<file path="src/rtl/peri_fabric_pkg.sv">
// Shared types and constants for the peripheral register fabric.
// The optional timeout is enabled by defining PERI_FABRIC_TIMEOUT_EN.
package peri_fabric_pkg;

  localparam int ADDR_W = 11;
  localparam int DATA_W = 32;
  localparam int BE_W   = 4;

  typedef enum logic [1:0] {
    ST_IDLE   = 2'd0,
    ST_ACCESS = 2'd1,
    ST_RESP   = 2'd2
  } fab_state_e;

  // Returned on a slave timeout so software can spot a dead slave.
  localparam logic [DATA_W-1:0] ERR_RDATA = 32'hDEAD_BEEF;

  localparam int ERR_DEC_BIT = 0;
  localparam int ERR_TO_BIT  = 1;

  typedef struct packed {
    logic              wr;
    logic [ADDR_W-1:0] addr;
    logic [DATA_W-1:0] wdata;
    logic [BE_W-1:0]   be;
  } reg_req_t;

endpackage

</file>
<file path="src/rtl/peri_reg_fabric_if.sv">
// Upstream register-bus interface: the master issues requests, the fabric
// (slave side) answers with a single-cycle ack.
interface peri_reg_fabric_if;
  import peri_fabric_pkg::*;

  logic              reg_cs;
  logic              reg_wr;
  logic [ADDR_W-1:0] reg_addr;
  logic [DATA_W-1:0] reg_wdata;
  logic [BE_W-1:0]   reg_be;
  logic [DATA_W-1:0] reg_rdata;
  logic              reg_ack;

  modport master (output reg_cs, reg_wr, reg_addr, reg_wdata, reg_be,
                  input  reg_rdata, reg_ack);
  modport slave  (input  reg_cs, reg_wr, reg_addr, reg_wdata, reg_be,
                  output reg_rdata, reg_ack);
endinterface

</file>
<file path="src/rtl/peri_fabric_to_cnt.sv">
// Slave-ack timeout counter; only instantiated when PERI_FABRIC_TIMEOUT_EN
// is defined. expire fires in the TO_CYC-th consecutive inc cycle.
module peri_fabric_to_cnt #(
  parameter int TO_CYC = 255,
  parameter int CNT_W  = 10
) (
  input  logic mclk,
  input  logic s_reset_n,
  input  logic load,
  input  logic inc,
  output logic expire
);

  logic [CNT_W-1:0] cnt_q;

  always_ff @(posedge mclk) begin
    if (!s_reset_n)  cnt_q <= '0;
    else if (load)   cnt_q <= '0;
    else if (inc)    cnt_q <= cnt_q + 1'b1;
  end

  assign expire = inc && (cnt_q == CNT_W'(TO_CYC - 1));

endmodule

</file>
<file path="src/rtl/peri_reg_fabric.sv">
// Register-bus fabric: decodes one upstream access to one of NUM_SLV slaves.
// Define PERI_FABRIC_TIMEOUT_EN to abort accesses a slave never acks.
module peri_reg_fabric
  import peri_fabric_pkg::*;
#(
  parameter int NUM_SLV = 4,
  parameter int SEL_LSB = 7,
  parameter int SEL_W   = 4,
  parameter int TO_CYC  = 255
) (
  input  logic                      mclk,
  input  logic                      s_reset_n,
  peri_reg_fabric_if.slave          rbus,
  output logic [NUM_SLV-1:0]        slv_cs,
  output logic                      slv_wr,
  output logic [ADDR_W-1:0]         slv_addr,
  output logic [DATA_W-1:0]         slv_wdata,
  output logic [BE_W-1:0]           slv_be,
  input  logic [NUM_SLV*DATA_W-1:0] slv_rdata,
  input  logic [NUM_SLV-1:0]        slv_ack,
  input  logic                      err_clr,
  output logic [1:0]                err_status,
  output logic                      err_intr
);

  if (NUM_SLV < 1 || NUM_SLV > 16 || TO_CYC < 1 || TO_CYC > 1023) begin : g_param_chk
    $error("peri_reg_fabric: NUM_SLV or TO_CYC out of range");
  end

  fab_state_e        state_q, state_d;
  reg_req_t          hold_q;
  logic [SEL_W-1:0]  idx_in, idx_q;
  logic              in_range, ack_hit, to_expire;
  logic [DATA_W-1:0] sel_rdata, rdata_q;
  logic [1:0]        err_q, err_set;

  assign idx_in   = rbus.reg_addr[SEL_LSB+SEL_W-1:SEL_LSB];
  assign idx_q    = hold_q.addr[SEL_LSB+SEL_W-1:SEL_LSB];
  assign in_range = (int'(idx_in) < NUM_SLV);

  always_comb begin
    slv_cs    = '0;
    sel_rdata = '0;
    for (int i = 0; i < NUM_SLV; i++) begin
      slv_cs[i] = (state_q == ST_ACCESS) && (idx_q == SEL_W'(i));
      if (idx_q == SEL_W'(i)) sel_rdata = slv_rdata[i*DATA_W +: DATA_W];
    end
  end

  // slv_cs is one-hot on idx, so masking the ack with it drops foreign acks.
  assign ack_hit = |(slv_ack & slv_cs);

`ifdef PERI_FABRIC_TIMEOUT_EN
  localparam logic [1:0] ERR_MASK = 2'b11;

  peri_fabric_to_cnt #(.TO_CYC(TO_CYC), .CNT_W(10)) u_to_cnt (
    .mclk      (mclk),
    .s_reset_n (s_reset_n),
    .load      ((state_q == ST_IDLE) && rbus.reg_cs && in_range),
    .inc       (state_q == ST_ACCESS),
    .expire    (to_expire)
  );
`else
  localparam logic [1:0] ERR_MASK = 2'b01;

  assign to_expire = 1'b0;
`endif

  always_comb begin
    err_set              = '0;
    err_set[ERR_DEC_BIT] = (state_q == ST_IDLE) && rbus.reg_cs && !in_range;
    err_set[ERR_TO_BIT]  = (state_q == ST_ACCESS) && !ack_hit && to_expire;
  end

  always_comb begin
    state_d = state_q;
    case (state_q)
      ST_IDLE:   if (rbus.reg_cs) state_d = in_range ? ST_ACCESS : ST_RESP;
      ST_ACCESS: if (ack_hit || to_expire) state_d = ST_RESP;
      ST_RESP:   state_d = ST_IDLE;
      default:   state_d = ST_IDLE;
    endcase
  end

  always_ff @(posedge mclk) begin
    if (!s_reset_n) begin
      state_q <= ST_IDLE;
      hold_q  <= '0;
      rdata_q <= '0;
      err_q   <= '0;
    end else begin
      state_q <= state_d;
      if (state_q == ST_IDLE && rbus.reg_cs)
        hold_q <= '{wr: rbus.reg_wr, addr: rbus.reg_addr,
                    wdata: rbus.reg_wdata, be: rbus.reg_be};
      // Ack takes priority over a timeout expiring in the same cycle.
      if (state_q == ST_IDLE && rbus.reg_cs && !in_range) rdata_q <= '0;
      else if (state_q == ST_ACCESS && ack_hit)           rdata_q <= sel_rdata;
      else if (state_q == ST_ACCESS && to_expire)         rdata_q <= ERR_RDATA;
      err_q <= (err_clr ? 2'b00 : err_q) | err_set;
    end
  end

  assign slv_wr         = hold_q.wr;
  assign slv_addr       = hold_q.addr;
  assign slv_wdata      = hold_q.wdata;
  assign slv_be         = hold_q.be;
  assign rbus.reg_ack   = (state_q == ST_RESP);
  assign rbus.reg_rdata = rbus.reg_ack ? rdata_q : '0;
  assign err_status     = err_q & ERR_MASK;
  assign err_intr       = |err_status;

endmodule

</file>
<file path="src/flat_wrapper.sv">
// flat-port wrapper written by rule: the top's interface ports become plain ports
module peri_reg_fabric_flat import peri_fabric_pkg::*;
#(
  parameter int NUM_SLV = 4,
  parameter int SEL_LSB = 7,
  parameter int SEL_W   = 4,
  parameter int TO_CYC  = 255
)
  (mclk, s_reset_n, slv_cs, slv_wr, slv_addr, slv_wdata, slv_be, slv_rdata, slv_ack, err_clr, err_status, err_intr, rbus_reg_cs, rbus_reg_wr, rbus_reg_addr, rbus_reg_wdata, rbus_reg_be, rbus_reg_rdata, rbus_reg_ack);
  peri_reg_fabric_if rbus_i ();
  input  logic mclk;
  input  logic s_reset_n;
  output logic [NUM_SLV-1:0] slv_cs;
  output logic slv_wr;
  output logic [ADDR_W-1:0] slv_addr;
  output logic [DATA_W-1:0] slv_wdata;
  output logic [BE_W-1:0] slv_be;
  input  logic [NUM_SLV*DATA_W-1:0] slv_rdata;
  input  logic [NUM_SLV-1:0] slv_ack;
  input  logic err_clr;
  output logic [1:0] err_status;
  output logic err_intr;
  input wire logic [$bits(rbus_i.reg_cs)-1:0] rbus_reg_cs;
  input wire logic [$bits(rbus_i.reg_wr)-1:0] rbus_reg_wr;
  input wire logic [$bits(rbus_i.reg_addr)-1:0] rbus_reg_addr;
  input wire logic [$bits(rbus_i.reg_wdata)-1:0] rbus_reg_wdata;
  input wire logic [$bits(rbus_i.reg_be)-1:0] rbus_reg_be;
  output wire logic [$bits(rbus_i.reg_rdata)-1:0] rbus_reg_rdata;
  output wire logic [$bits(rbus_i.reg_ack)-1:0] rbus_reg_ack;
  assign rbus_i.reg_cs = rbus_reg_cs;
  assign rbus_i.reg_wr = rbus_reg_wr;
  assign rbus_i.reg_addr = rbus_reg_addr;
  assign rbus_i.reg_wdata = rbus_reg_wdata;
  assign rbus_i.reg_be = rbus_reg_be;
  assign rbus_reg_rdata = rbus_i.reg_rdata;
  assign rbus_reg_ack = rbus_i.reg_ack;
  peri_reg_fabric #(.NUM_SLV(NUM_SLV), .SEL_LSB(SEL_LSB), .SEL_W(SEL_W), .TO_CYC(TO_CYC)) u_core (.mclk(mclk), .s_reset_n(s_reset_n), .rbus(rbus_i), .slv_cs(slv_cs), .slv_wr(slv_wr), .slv_addr(slv_addr), .slv_wdata(slv_wdata), .slv_be(slv_be), .slv_rdata(slv_rdata), .slv_ack(slv_ack), .err_clr(err_clr), .err_status(err_status), .err_intr(err_intr));
endmodule
</file>
<file path="config.mk">
export PLATFORM = sky130hd
export DESIGN_NAME = peri_reg_fabric_flat
export DESIGN_NICKNAME = d
export VERILOG_FILES = /design/src/rtl/peri_fabric_pkg.sv /design/src/rtl/peri_reg_fabric_if.sv /design/src/rtl/peri_fabric_to_cnt.sv /design/src/rtl/peri_reg_fabric.sv /design/src/flat_wrapper.sv
export SDC_FILE = /design/constraint.sdc
export NUM_CORES = 1
export LEC_CHECK = 0
export ABC_CLOCK_PERIOD_IN_PS = 2000
export BUFFER_PORTS_ARGS = -buffer_cell sky130_fd_sc_hd__buf_4
export CORE_AREA = 2 2 107 109
export CTS_CLUSTER_SIZE = 25
export DETAILED_ROUTE_END_ITERATION = 12
export DIE_AREA = 0 0 109 111
export GPL_ROUTABILITY_DRIVEN = 1
export PLACE_DENSITY = 0.75
export SLEW_MARGIN = 25
export SYNTH_ARGS = -nofsm -noshare
export SYNTH_HDL_FRONTEND = slang
export SYNTH_HIERARCHICAL = 1
export SYNTH_SLANG_ARGS = --single-unit
</file>
<file path="constraint.sdc">
create_clock -name mclk -period 2 [get_ports mclk]
set_input_delay 0.2 -clock mclk [delete_from_list [all_inputs] [get_ports mclk]]
set_output_delay 0.2 -clock mclk [all_outputs]
set_load 0.01 [all_outputs]
</file>
==> results of run 1 <==
[state kept, by name, summed over array words and instances (netlist names)]
| register | cells |
|---|---|
| u_core/state_q | 2 |
| u_core/rdata_q | 32 |
| u_core/slv_wdata | 32 |
| u_core/err_q | 1 |
| u_core/slv_wr | 1 |
| u_core/slv_be | 4 |
| u_core/slv_addr | 11 |
[how the worst max path moves through the flow]
stage / endpoint / slack (ns) / depth (start not counted)
finish: slv_cs[1] / 0.16 / 3
CTS: slv_cs[3] / 0.05 / 5
floorplan: u_core/rdata_q[10]$_SDFFE_PP0P_ / 0.48 / 6
detailed placement: u_core/rdata_q[11]$_SDFFE_PP0P_ / 0.22 / 5
global placement: u_core/rdata_q[16]$_SDFFE_PP0P_ / 0.31 / 5
global route: slv_cs[3] / 0.05 / 5
[cell families (layout without fill, tap and decap cells)]
kind of cell           after synthesis  in the layout
AND/OR/NAND/NOR                    183            183
multiplexers                        35             35
buffers and inverters               45            298
other                                1              1
flip-flops                          83             83
AO/OA/AOI/OAI                      117            117
[worst register-to-register path, cell delays in order, from the launching register on]
cell	delay, ns
sky130_fd_sc_hd__dfxtp_1	0.45
sky130_fd_sc_hd__or3_1	0.42
sky130_fd_sc_hd__buf_4	0.34
sky130_fd_sc_hd__nor2_1	0.09
sky130_fd_sc_hd__a221oi_1	0.33
sky130_fd_sc_hd__o2bb2ai_2	0.08
[final cells by class]
class / count / share of cell area
multi-input combinational: 336 / 0.329
inverter: 2 / 0.00117
clock inverter: 5 / 0.00841
tap: 143 / 0.0280
sequential: 83 / 0.260
clock buffer: 10 / 0.0374
timing repair buffer: 281 / 0.336
[power by group]
group	switching, W	leakage (nW)	total [W]	internal [W]
Combinational	0.000447	2.06	0.000962	0.000515
Clock	0.000640	0.148	0.00163	0.000989
Sequential	0.0000554	0.677	0.00179	0.00173
[through the flow]
stage | instance area [um2] | utilization | hold slack, ns | std cells | setup slack, ns
after floorplan | 3980 | - | 0.336 | 464 | 0.478
after global placement | 6100 | 0.550 | 0.436 | 845 | 0.312
after detailed placement | 6100 | 0.550 | 0.439 | 845 | 0.217
final | 6390 | 0.577 | 0.112 | 860 | 0.157
after global routing | 6390 | 0.577 | 0.0998 | 860 | 0.0542
after CTS | 6390 | 0.577 | 0.0975 | 860 | 0.0499
[layer usage]
metal / wire [um] / vias up / GRT usage
met5: 0 / - / 0
met4: 356 / 0 / 0.0966
met3: 1210 / 26 / 0.0576
met2: 6420 / 196 / 0.366
met1: 5240 / 1963 / 0.247
li1: - / 2133 / -
[cell usage in the layout, fill, tap and decap left out, types with 3 or more instances in the layout]
cell type                   instances
sky130_fd_sc_hd__nand2b_1           3
sky130_fd_sc_hd__buf_12             3
sky130_fd_sc_hd__dfxtp_1           82
sky130_fd_sc_hd__o2bb2ai_1         21
sky130_fd_sc_hd__o2bb2ai_2         10
sky130_fd_sc_hd__mux2i_1           34
sky130_fd_sc_hd__clkbuf_16          9
sky130_fd_sc_hd__a221oi_1          31
sky130_fd_sc_hd__and2_1            32
sky130_fd_sc_hd__nand2_1           98
sky130_fd_sc_hd__nor3_1             3
sky130_fd_sc_hd__nor2_1            34
sky130_fd_sc_hd__buf_4            277
sky130_fd_sc_hd__a21oi_1           49
sky130_fd_sc_hd__clkinv_2           3
[timing repair]
| action | in CTS | in global routing |
|---|---|---|
| setup buffers | 0 | 0 |
| gates resized for setup | 0 | 2 |
| setup endpoints to repair | 0 | 1 |
==> results.txt, run 1 <==
DR pass1 iterations: 4
Sequential share of the synthesized area: 0.417
Post-synthesis to final-layout area growth: 60.7%
Total power per unit cell area: 685 mW/mm2
Final setup viols: 0
Data required time of the critical path: 1.80 ns
Slew @ Worst Pin: 0.641 ns
Area leader, netlist: sky130_fd_sc_hd__dfxtp_1
Worst stage delay on the critical path: 0.58 ns
Endpoint of the worst hold-timing path: u_core/slv_wdata[25]$_SDFFE_PN0N_
Fillers: 975
Antenna violations before repair: 0
Vias in the first global route: 4303
Post-Synth Simple-Gate Area: 0.205
Startpoint of the worst-slack reg-to-reg timing path: u_core/slv_addr[8]$_SDFFE_PN0N_
Count of mapped cells out of synthesis: 464
FF-to-FF End: u_core/rdata_q[11]$_SDFFE_PP0P_
Count of flip-flops with a built-in enable after synthesis: 0
CP Capture Type: primary output
Routed wire length: 13200 um
Sum Neg Setup Slack: 0 ns
Mapped Nets: 648
GRT Util Overall: 0.215
Fraction of final layout cells with drive strength greater than 1: 0.439
Cell with the largest stage delay on the worst path: sky130_fd_sc_hd__or3_1
Final GP Congestion: 0.835
I/O pin count: 272
Most used flip-flop cell after synthesis: sky130_fd_sc_hd__dfxtp_1
Number of library cell types mapped by synthesis: 34
Leading cell types by count after synthesis: sky130_fd_sc_hd__nand2_1 (98), sky130_fd_sc_hd__dfxtp_1 (83), sky130_fd_sc_hd__a21oi_1 (49)
Setup repair after global routing missed its margin: no
Hold Buf Count CTS: 0
Total core area: 0.0111 mm2
Critical path, cell by cell: or3_1 -> nor3_1 -> buf_4
Hold Path Stages: 3
CTS clock-pin slew for the worst setup and hold paths: 0.06 ns
Maximum clock insertion buffer count: 2
Vertical die dimension: 111 um
Critical hold path startpoint: rbus_reg_wdata[25]
Starting Density: 0.359
Total number of nets in the final design: 897
Setup Skew: 0.00304 ns
Synth Area per Inst: 8.58 um2
Worst skew pair latency: 0.33 ns
Synthesized-area fraction occupied by ao, oa, aoi and oai cells: 0.226
Status: completed
Count leader, synth: sky130_fd_sc_hd__nand2_1
DRC violation count after routing: 0
Yosys synthesis warning count: 6
Static leakage: 2.88 nW
Most area-consuming cells after synthesis: sky130_fd_sc_hd__dfxtp_1 (42%), sky130_fd_sc_hd__nand2_1 (9.2%), sky130_fd_sc_hd__mux2i_1 (8.6%)
Share of synthesized area spent on multiplexers: 0.0912
Top fanout value on the critical path: 12
Data arrival at the endpoint of the critical path: 1.64 ns
Worst R2R Path Depth: 5
Final hold violation count: 0
Standard-cell row count: 39
Port Buf Inserts: 270
Adder and majority gate portion of the synthesized area: 0
Maximum number of pins on one net before global-route repair: 49
CP delay by family, top: simple AND/OR/NAND/NOR gates
Share of flip-flops with an asynchronous set or reset after synthesis: 0
FMAX: 0.543 GHz
Cell Area, Synth: 0.00398 mm2
WS Path Type: flip-flop to primary output
Post-synthesis xor/xnor area fraction: 0
Critical Path Start: u_core/slv_addr[10]$_SDFFE_PN0N_
Area taken by multi-input logic gates: 0.00210 mm2
Number of max-slew violations in the final report: 0
CTS H-tree lvls: 3
Vias/cell: 5.02
Horizontal die dimension: 109 um
Max-Cap Viols: 0
Total buffers and inverters traversed by the critical path: 1
Total power after layout: 0.00438 W
Wire per inst: 15.4 um
Area share of the largest cell type after synthesis: 0.417
Antenna Violating Nets Remaining: 0
Worst max-slew margin expressed relative to the limit: 0.570
Maximum resistive drop on vdd: 378 uV
Period Utilization, post-route: 0.921
Vias after detailed routing: 4318
Critical Path Start Type: flip-flop
GR Overflow Total: 0
Total clock buffers created by CTS: 9
Post-synthesis sequential element count: 83
Master cell of the clock root buffer: sky130_fd_sc_hd__clkbuf_16
Total inserted antenna cells: 0
Post-layout minimum cycle time: 1.84 ns
Number of clock sinks: 83
Worst hold path class: input port to flip-flop
Slack of the worst reg-to-reg path: 0.18 ns
DRT iter0 DRCs: 176
TritonCTS clock tree: yes
Main combinational cell family by area after synthesis: compound AO/OA/AOI/OAI gates
Wire length of the first global-routing pass: 20600 um
Area of the die: 0.0121 mm2
Sequential cell area in the final layout: 0.00166 mm2
Half-perimeter wire length of the detailed placement result: 10100 um
Power figures use the tool's default switching activity.
==> run 2, diff against run 1 <==
Settings changed: ABC_CLOCK_PERIOD_IN_PS 2000 to unset, GPL_TIMING_DRIVEN set to 0.
==> results.txt, run 2 (same netlist as run 1, synthesis figures left out) <==
Max-Cap Viols: 0 (unchanged)
Horizontal die dimension: 109 um (unchanged)
Dpl cells: 877 (+3.8%)
FMAX: 0.534 GHz (-1.5%)
Period Utilization, post-route: 0.935 (+0.0140)
Maximum clock insertion buffer count: 2 (unchanged)
Post-layout minimum cycle time: 1.87 ns (+0.0280 ns)
Vias after detailed routing: 4456 (+3.2%)
Starting Density: 0.359 (unchanged)
DR pass1 iterations: 4 (unchanged)
Number of max-slew violations in the final report: 0 (unchanged)
Port Buf Inserts: 270 (unchanged)
Antenna Violating Nets Remaining: 0 (unchanged)
Master cell of the clock root buffer: sky130_fd_sc_hd__clkbuf_16
CP Capture Type: primary output
Setup Fix Bufs, Post-CTS: 0 (unchanged)
I/O pin count: 272 (unchanged)
Data required time of the critical path: 1.80 ns (about the same)
Wire per inst: 15.7 um (+2.3%)
Setup Skew: 0.00467 ns (+0.00163 ns)
CTS clock-pin slew for the worst setup and hold paths: 0.06 ns (about the same)
Slew @ Worst Pin: 0.501 ns (-0.140 ns)
Half-perimeter wire length of the detailed placement result: 11300 um (+11%)
Antenna violations before repair: 1 (+1)
TritonCTS clock tree: yes
Worst max-slew margin expressed relative to the limit: 0.662 (+0.0923)
Global routing usage on met3: 0.0741 (+0.0165)
Fraction of final layout cells with drive strength greater than 1: 0.448 (+0.00853)
Final hold violation count: 0 (unchanged)
Setup repair after global routing missed its margin: no
Data arrival at the endpoint of the critical path: 1.67 ns (+0.03 ns)
Worst skew pair latency: 0.33 ns (about the same)
Vias in the first global route: 4488 (+4.3%)
GR Overflow Total: 0 (unchanged)
Static leakage: 2.94 nW (+2.0%)
Vertical die dimension: 111 um (unchanged)
Number of non-filler instances in the completed layout: 891 (+3.6%)
Routed wire length: 14000 um (+6.0%)
Final setup viols: 0 (unchanged)
Total core area: 0.0111 mm2 (unchanged)
Met2 track utilization from global routing: 0.405 (+0.0381)
Post-synthesis to final-layout area growth: 62.6%
Total inserted antenna cells: 0 (unchanged)
Standard-cell row count: 39 (unchanged)
Worst hold path class: input port to flip-flop
Leading cell type in the layout, fill and taps excluded: sky130_fd_sc_hd__buf_4
DRC violation count after routing: 0 (unchanged)
Layer with the highest usage: met2
Vias/cell: 5.00 (-0.39%)
Top fanout value on the critical path: 15 (+3)
Maximum resistive drop on vdd: 474 uV (+25%)
Total number of nets in the final design: 927 (+3.3%)
Met1 track utilization from global routing: 0.240 (-0.00753)
Most used cells in the layout excluding fill and tap cells: sky130_fd_sc_hd__buf_4 (274), sky130_fd_sc_hd__nand2_1 (98), sky130_fd_sc_hd__dfxtp_1 (82), sky130_fd_sc_hd__a21oi_1 (49), sky130_fd_sc_hd__nor2_1 (35)
GRT Util Overall: 0.224 (+0.00866)
Number of clock sinks: 83 (unchanged)
Total clock buffers created by CTS: 9 (unchanged)
Critical hold path startpoint: rbus_reg_wdata[31]
Critical Path Start Type: flip-flop
Critical Path Start: u_core/slv_addr[10]$_SDFFE_PN0N_
Maximum number of pins on one net before global-route repair: 16 (-67%)
WS Path Type: flip-flop to primary output
Status: completed
Sum Neg Setup Slack: 0 ns (unchanged)
CTS H-tree lvls: 3 (unchanged)
Total power per unit cell area: 666 mW/mm2 (-2.9%)
DRT iter0 DRCs: 182 (+3.4%)
Final GP Congestion: 0.834 (-0.12%)
Wire length of the first global-routing pass: 21500 um (+4.5%)
Area of the die: 0.0121 mm2 (unchanged)
Startpoint of the worst-slack reg-to-reg timing path: u_core/slv_addr[10]$_SDFFE_PN0N_
## run 2: cell types whose count changed in the layout (fill, tap and decap cells not counted), moves of 2 or more
cell                         change
sky130_fd_sc_hd__buf_12          -3
sky130_fd_sc_hd__buf_2          +18
sky130_fd_sc_hd__buf_4           -3
sky130_fd_sc_hd__buf_6           +3
sky130_fd_sc_hd__clkbuf_1       +12
sky130_fd_sc_hd__clkbuf_2        +3
sky130_fd_sc_hd__clkinv_2        -2
sky130_fd_sc_hd__clkinvlp_4      +4
sky130_fd_sc_hd__inv_6           +2
## run 2: where the power goes
| part | leakage [nW] | internal [W] | switching [W] |
|---|---|---|---|
| clock | 0.124 | 0.000847 | 0.000680 |
| combinational | 2.14 | 0.000525 | 0.000470 |
| sequential | 0.677 | 0.00173 | 0.0000510 |
| total | 2.94 | 0.00311 | 0.00120 |
## run 2: through the flow
stage	area (um2)	util	power, W	hold slack [ns]	worst slack, ns
global route	6470	0.584	0.00452	0.116	0.0336
floorplan	3980	-	0.00229	0.336	0.478
finish	6470	0.584	0.00431	0.118	0.129
detailed placement	6190	0.558	0.00282	0.443	0.240
CTS	6470	0.584	0.00436	0.104	0.00340
global placement	6190	0.558	0.00279	0.438	0.237
## run 2: area by class of cell
class | count | area (um2)
sequential | 83 | 1660
clock buffer | 9 | 225
clock inverter | 7 | 52.6
timing repair buffer | 270 | 2030
multi-input combinational | 336 | 2090
inverter | 2 | 7.51
buffer | 41 | 225
fill | 1018 | 4610
tap | 143 | 179
## run 2: what timing repair did
item / 4_1_cts / 5_1_grt
pin swaps: 0 / 0
hold buffers: 0 / 0
resized for setup: 3 / 8
setup endpoints to repair: 32 / 32
## run 2: final timing paths
kind | cells past startpoint | to | slack [ns]
min reg2reg | 1 | u_core/rdata_q[6]$_SDFFE_PP0P_ | 0.45
min | 3 | u_core/slv_wdata[31]$_SDFFE_PN0N_ | 0.12
max reg2reg | 6 | u_core/rdata_q[4]$_SDFFE_PP0P_ | 0.23
max | 4 | slv_cs[1] | 0.13
## run 2: routing by layer
metal  wire (um)  share of wire  vias up
met5          10        0.00071        -
met4         236          0.017        2
met3        1410           0.10       21
met2        6980           0.50      198
met1        5380           0.38     2054
li1            -              -     2181
## run 2: worst max-delay path, cell delays in order, from the launching register on
cell	delay, ns
sky130_fd_sc_hd__dfxtp_1	0.36
sky130_fd_sc_hd__or3_1	0.39
sky130_fd_sc_hd__buf_2	0.25
sky130_fd_sc_hd__nor3_1	0.19
sky130_fd_sc_hd__buf_4	0.16
==> run 3, diff against run 2 <==
Settings changed: ABC_AREA set to 1, CORE_AREA 2 2 107 109 to 2 2 106 108, DIE_AREA 0 0 109 111 to 0 0 108 110, PLACE_DENSITY 0.75 to 0.78.
==> results.txt, run 3 <==
I/O pin count: 272 (unchanged)
Leading cell type in the layout, fill and taps excluded: sky130_fd_sc_hd__buf_4
Vias after detailed routing: 5162 (+16%)
Mapped Nets: 850 (+31%)
Final setup viols: 0 (unchanged)
Maximum resistive drop on vdd: 409 uV (-14%)
Synth Area per Inst: 6.22 um2 (-28%)
TritonCTS clock tree: yes
Vertical die dimension: 110 um (-0.90%)
Final GP Congestion: 0.804 (-3.6%)
Period Utilization, post-route: 0.905 (-0.0309)
Area leader, netlist: sky130_fd_sc_hd__dfxtp_1
Maximum clock insertion buffer count: 2 (unchanged)
Area of all placed cells without fillers: 0.00655 mm2 (+1.3%)
Data required time of the critical path: 1.80 ns (about the same)
Antenna violations before repair: 0 (-1)
Worst stage delay on the critical path: 0.37 ns (-0.02 ns)
Number of logic stages on the critical path including buffering: 6 (+2)
Master cell of the clock root buffer: sky130_fd_sc_hd__clkbuf_8
Total internal power: 0.00290 W (-6.6%)
DRT iter0 DRCs: 203 (+12%)
WS Path Type: flip-flop to primary output
Final hold violation count: 0 (unchanged)
Proportion of power drawn by flip-flops and latches: 0.433 (+0.019)
DR pass1 iterations: 4 (unchanged)
Sw Ratio: 0.309 (+0.0307)
Cell with the largest stage delay on the worst path: sky130_fd_sc_hd__dfxtp_1
Count of mapped cells out of synthesis: 666 (+44%)
Number of max-slew violations in the final report: 0 (unchanged)
Post-layout minimum cycle time: 1.81 ns (-0.0617 ns)
Switching power summed over all nets: 0.00130 W (+8.3%)
CTS clock-pin slew for the worst setup and hold paths: 0.09 ns (+0.03 ns)
Fraction of final layout cells with drive strength greater than 1: 0.335 (-0.113)
Number of library cell types mapped by synthesis: 19 (-44%)
CP Capture Type: primary output
Hold Buf Count CTS: 0 (unchanged)
Most used flip-flop cell after synthesis: sky130_fd_sc_hd__dfxtp_1
Critical path, cell by cell: inv_1 -> nor2_1 -> inv_1 -> clkbuf_2 -> nor2_1 -> buf_4
Standard-cell row count: 38 (-2.6%)
CP delay by family, top: buffers and inverters
Share of flip-flops with an asynchronous set or reset after synthesis: 0 (unchanged)
Worst max-slew margin expressed relative to the limit: 0.620 (-0.0420)
Most area-consuming cells after synthesis: sky130_fd_sc_hd__dfxtp_1 (40%), sky130_fd_sc_hd__nor2_1 (16%), sky130_fd_sc_hd__nand2_1 (15%)
Hold Path Stages: 3 (unchanged)
Cell Area, Synth: 0.00414 mm2 (+4.1%)
Sequential share of the synthesized area: 0.401 (-0.0163)
Worst R2R Path Depth: 7 (+1)
Routed wire length: 14800 um (+5.8%)
Worst skew pair latency: 0.36 ns (+0.03 ns)
Area share of the largest cell type after synthesis: 0.401 (-0.0163)
Total clock buffers created by CTS: 9 (unchanged)
Vias in the first global route: 4685 (+4.4%)
Slew @ Worst Pin: 0.569 ns (+0.0677 ns)
Proportion of power drawn by the clock network: 0.304 (-0.050)
Worst hold path class: input port to flip-flop
Max-Cap Viols: 0 (unchanged)
Starting Density: 0.387 (+0.0278)
GR Overflow Total: 0 (unchanged)
DRC violation count after routing: 0 (unchanged)
Count of flip-flops with a built-in enable after synthesis: 0 (unchanged)
Count leader, synth: sky130_fd_sc_hd__nor2_1
Total inserted antenna cells: 0 (unchanged)
Area of the die: 0.0119 mm2 (-1.8%)
Total core area: 0.0107 mm2 (-3.4%)
Maximum number of pins on one net before global-route repair: 17 (+1)
Port Buf Inserts: 270 (unchanged)
GRT Util Overall: 0.238 (+0.0145)
FMAX: 0.553 GHz (+3.4%)
Vias/cell: 4.73 (-5.5%)
Data arrival at the endpoint of the critical path: 1.61 ns (-0.06 ns)
Horizontal die dimension: 108 um (-0.92%)
Top fanout value on the critical path: 10 (-5)
Total power per unit cell area: 641 mW/mm2 (-3.7%)
Post-synthesis sequential element count: 83 (unchanged)
Wire length of the first global-routing pass: 22300 um (+3.6%)
Antenna Violating Nets Remaining: 0 (unchanged)
Final worst hold slack: 0.0896 ns (-0.0280 ns)
Setup Skew: 0.0111 ns (+0.00646 ns)
Half-perimeter wire length of the detailed placement result: 11600 um (+3.4%)
Total buffers and inverters traversed by the critical path: 4 (+2)
Sum Neg Setup Slack: 0 ns (unchanged)
Number of clock sinks: 83 (unchanged)
Critical Path Start Type: flip-flop
Status: completed
Setup repair after global routing missed its margin: no
CTS H-tree lvls: 3 (unchanged)
Leading cell types by count after synthesis: sky130_fd_sc_hd__nor2_1 (182), sky130_fd_sc_hd__nand2_1 (161), sky130_fd_sc_hd__dfxtp_1 (83)
Total number of nets in the final design: 1131 (+22%)
Most used cells in the layout excluding fill and tap cells: sky130_fd_sc_hd__buf_4 (276), sky130_fd_sc_hd__nor2_1 (182), sky130_fd_sc_hd__nand2_1 (161), sky130_fd_sc_hd__dfxtp_1 (83), sky130_fd_sc_hd__o21ai_0 (51)
Post-synthesis to final-layout area growth: 58.2%
Yosys synthesis warning count: 6 (unchanged)
Relative contribution of combinational cells to total power: 0.263 (+0.032)
Cell area reported after detailed placement: 0.00634 mm2 (+2.5%)
Static leakage: 3.33 nW (+13%)
Wire per inst: 13.6 um (-14%)
-- run 3: layout make-up --
type	count	area, um2
Inverter	46	173
Fill cell	1081	4150
Sequential cell	83	1660
Buffer	43	208
Tap cell	140	175
Timing Repair Buffer	270	2030
Multi-Input combinational cell	494	2100
Clock buffer	9	124
Clock inverter	7	81.3
-- run 3: power groups by stage --
| stage | sequential (W) | clock, W | combinational [W] |
|---|---|---|---|
| final | 0.00182 | 0.00127 | 0.00111 |
| after global routing | 0.00183 | 0.00139 | 0.00123 |
| after CTS | 0.00182 | 0.00131 | 0.00111 |
| after detailed placement | 0.00186 | 0 | 0.00111 |
| after global placement | 0.00185 | 0 | 0.00110 |
| after floorplan | 0.00189 | 0 | 0.000481 |
-- run 3: metal layers --
layer	routed length, um	part of all wire	vias up	global-route usage
met2	7260	0.49	203	0.429
met4	220	0.015	0	0.0705
met3	1560	0.11	18	0.0876
met1	5790	0.39	2281	0.262
li1	-	-	2660	-
met5	0	0	-	0
-- run 3: timing repair --
action | in CTS | in global routing
resized for setup | 0 | 6
endpoints found under the setup margin | 0 | 18
setup buffers | 0 | 0
-- run 3: through the flow --
step	setup WS [ns]	std cells	total power (W)	utilization
floorplan	0.602	666	0.00237	-
global placement	0.188	1076	0.00295	0.593
detailed placement	0.190	1076	0.00296	0.593
CTS	0.0754	1092	0.00424	0.612
global route	0.00616	1092	0.00445	0.613
finish	0.191	1092	0.00420	0.613
-- run 3: worst paths after layout --
| check | start | endpoint | slack (ns) |
|---|---|---|---|
| min | rbus_reg_wdata[30] | u_core/slv_wdata[30]$_SDFFE_PN0N_ | 0.09 |
| max | u_core/state_q[1]$_SDFFE_PN0P_ | rbus_reg_rdata[6] | 0.19 |
| max reg2reg | u_core/slv_addr[7]$_SDFFE_PN0N_ | u_core/rdata_q[22]$_SDFFE_PP0P_ | 0.20 |
| min reg2reg | u_core/rdata_q[7]$_SDFFE_PP0P_ | u_core/rdata_q[7]$_SDFFE_PP0P_ | 0.47 |
-- run 3: logic make-up (layout without fill, tap and decap cells) --
family | Yosys count | in the layout | synth area share
buffers and inverters | 89 | 375 | 0.0909
flip-flops | 83 | 83 | 0.401
AND/OR/NAND/NOR | 430 | 430 | 0.430
AO/OA/AOI/OAI | 63 | 63 | 0.0770
other | 1 | 1 | 0.000905
-- run 3: worst reg2reg max path, cell delays in order, from the launching register on --
cell and delay (ns):
sky130_fd_sc_hd__dfxtp_1 0.42, sky130_fd_sc_hd__nand2_1 0.13, sky130_fd_sc_hd__nor2_2 0.48, sky130_fd_sc_hd__buf_2 0.34, sky130_fd_sc_hd__nand2_1 0.08, sky130_fd_sc_hd__nand4_1 0.11, sky130_fd_sc_hd__nor2_1 0.06, sky130_fd_sc_hd__nor2_1 0.10
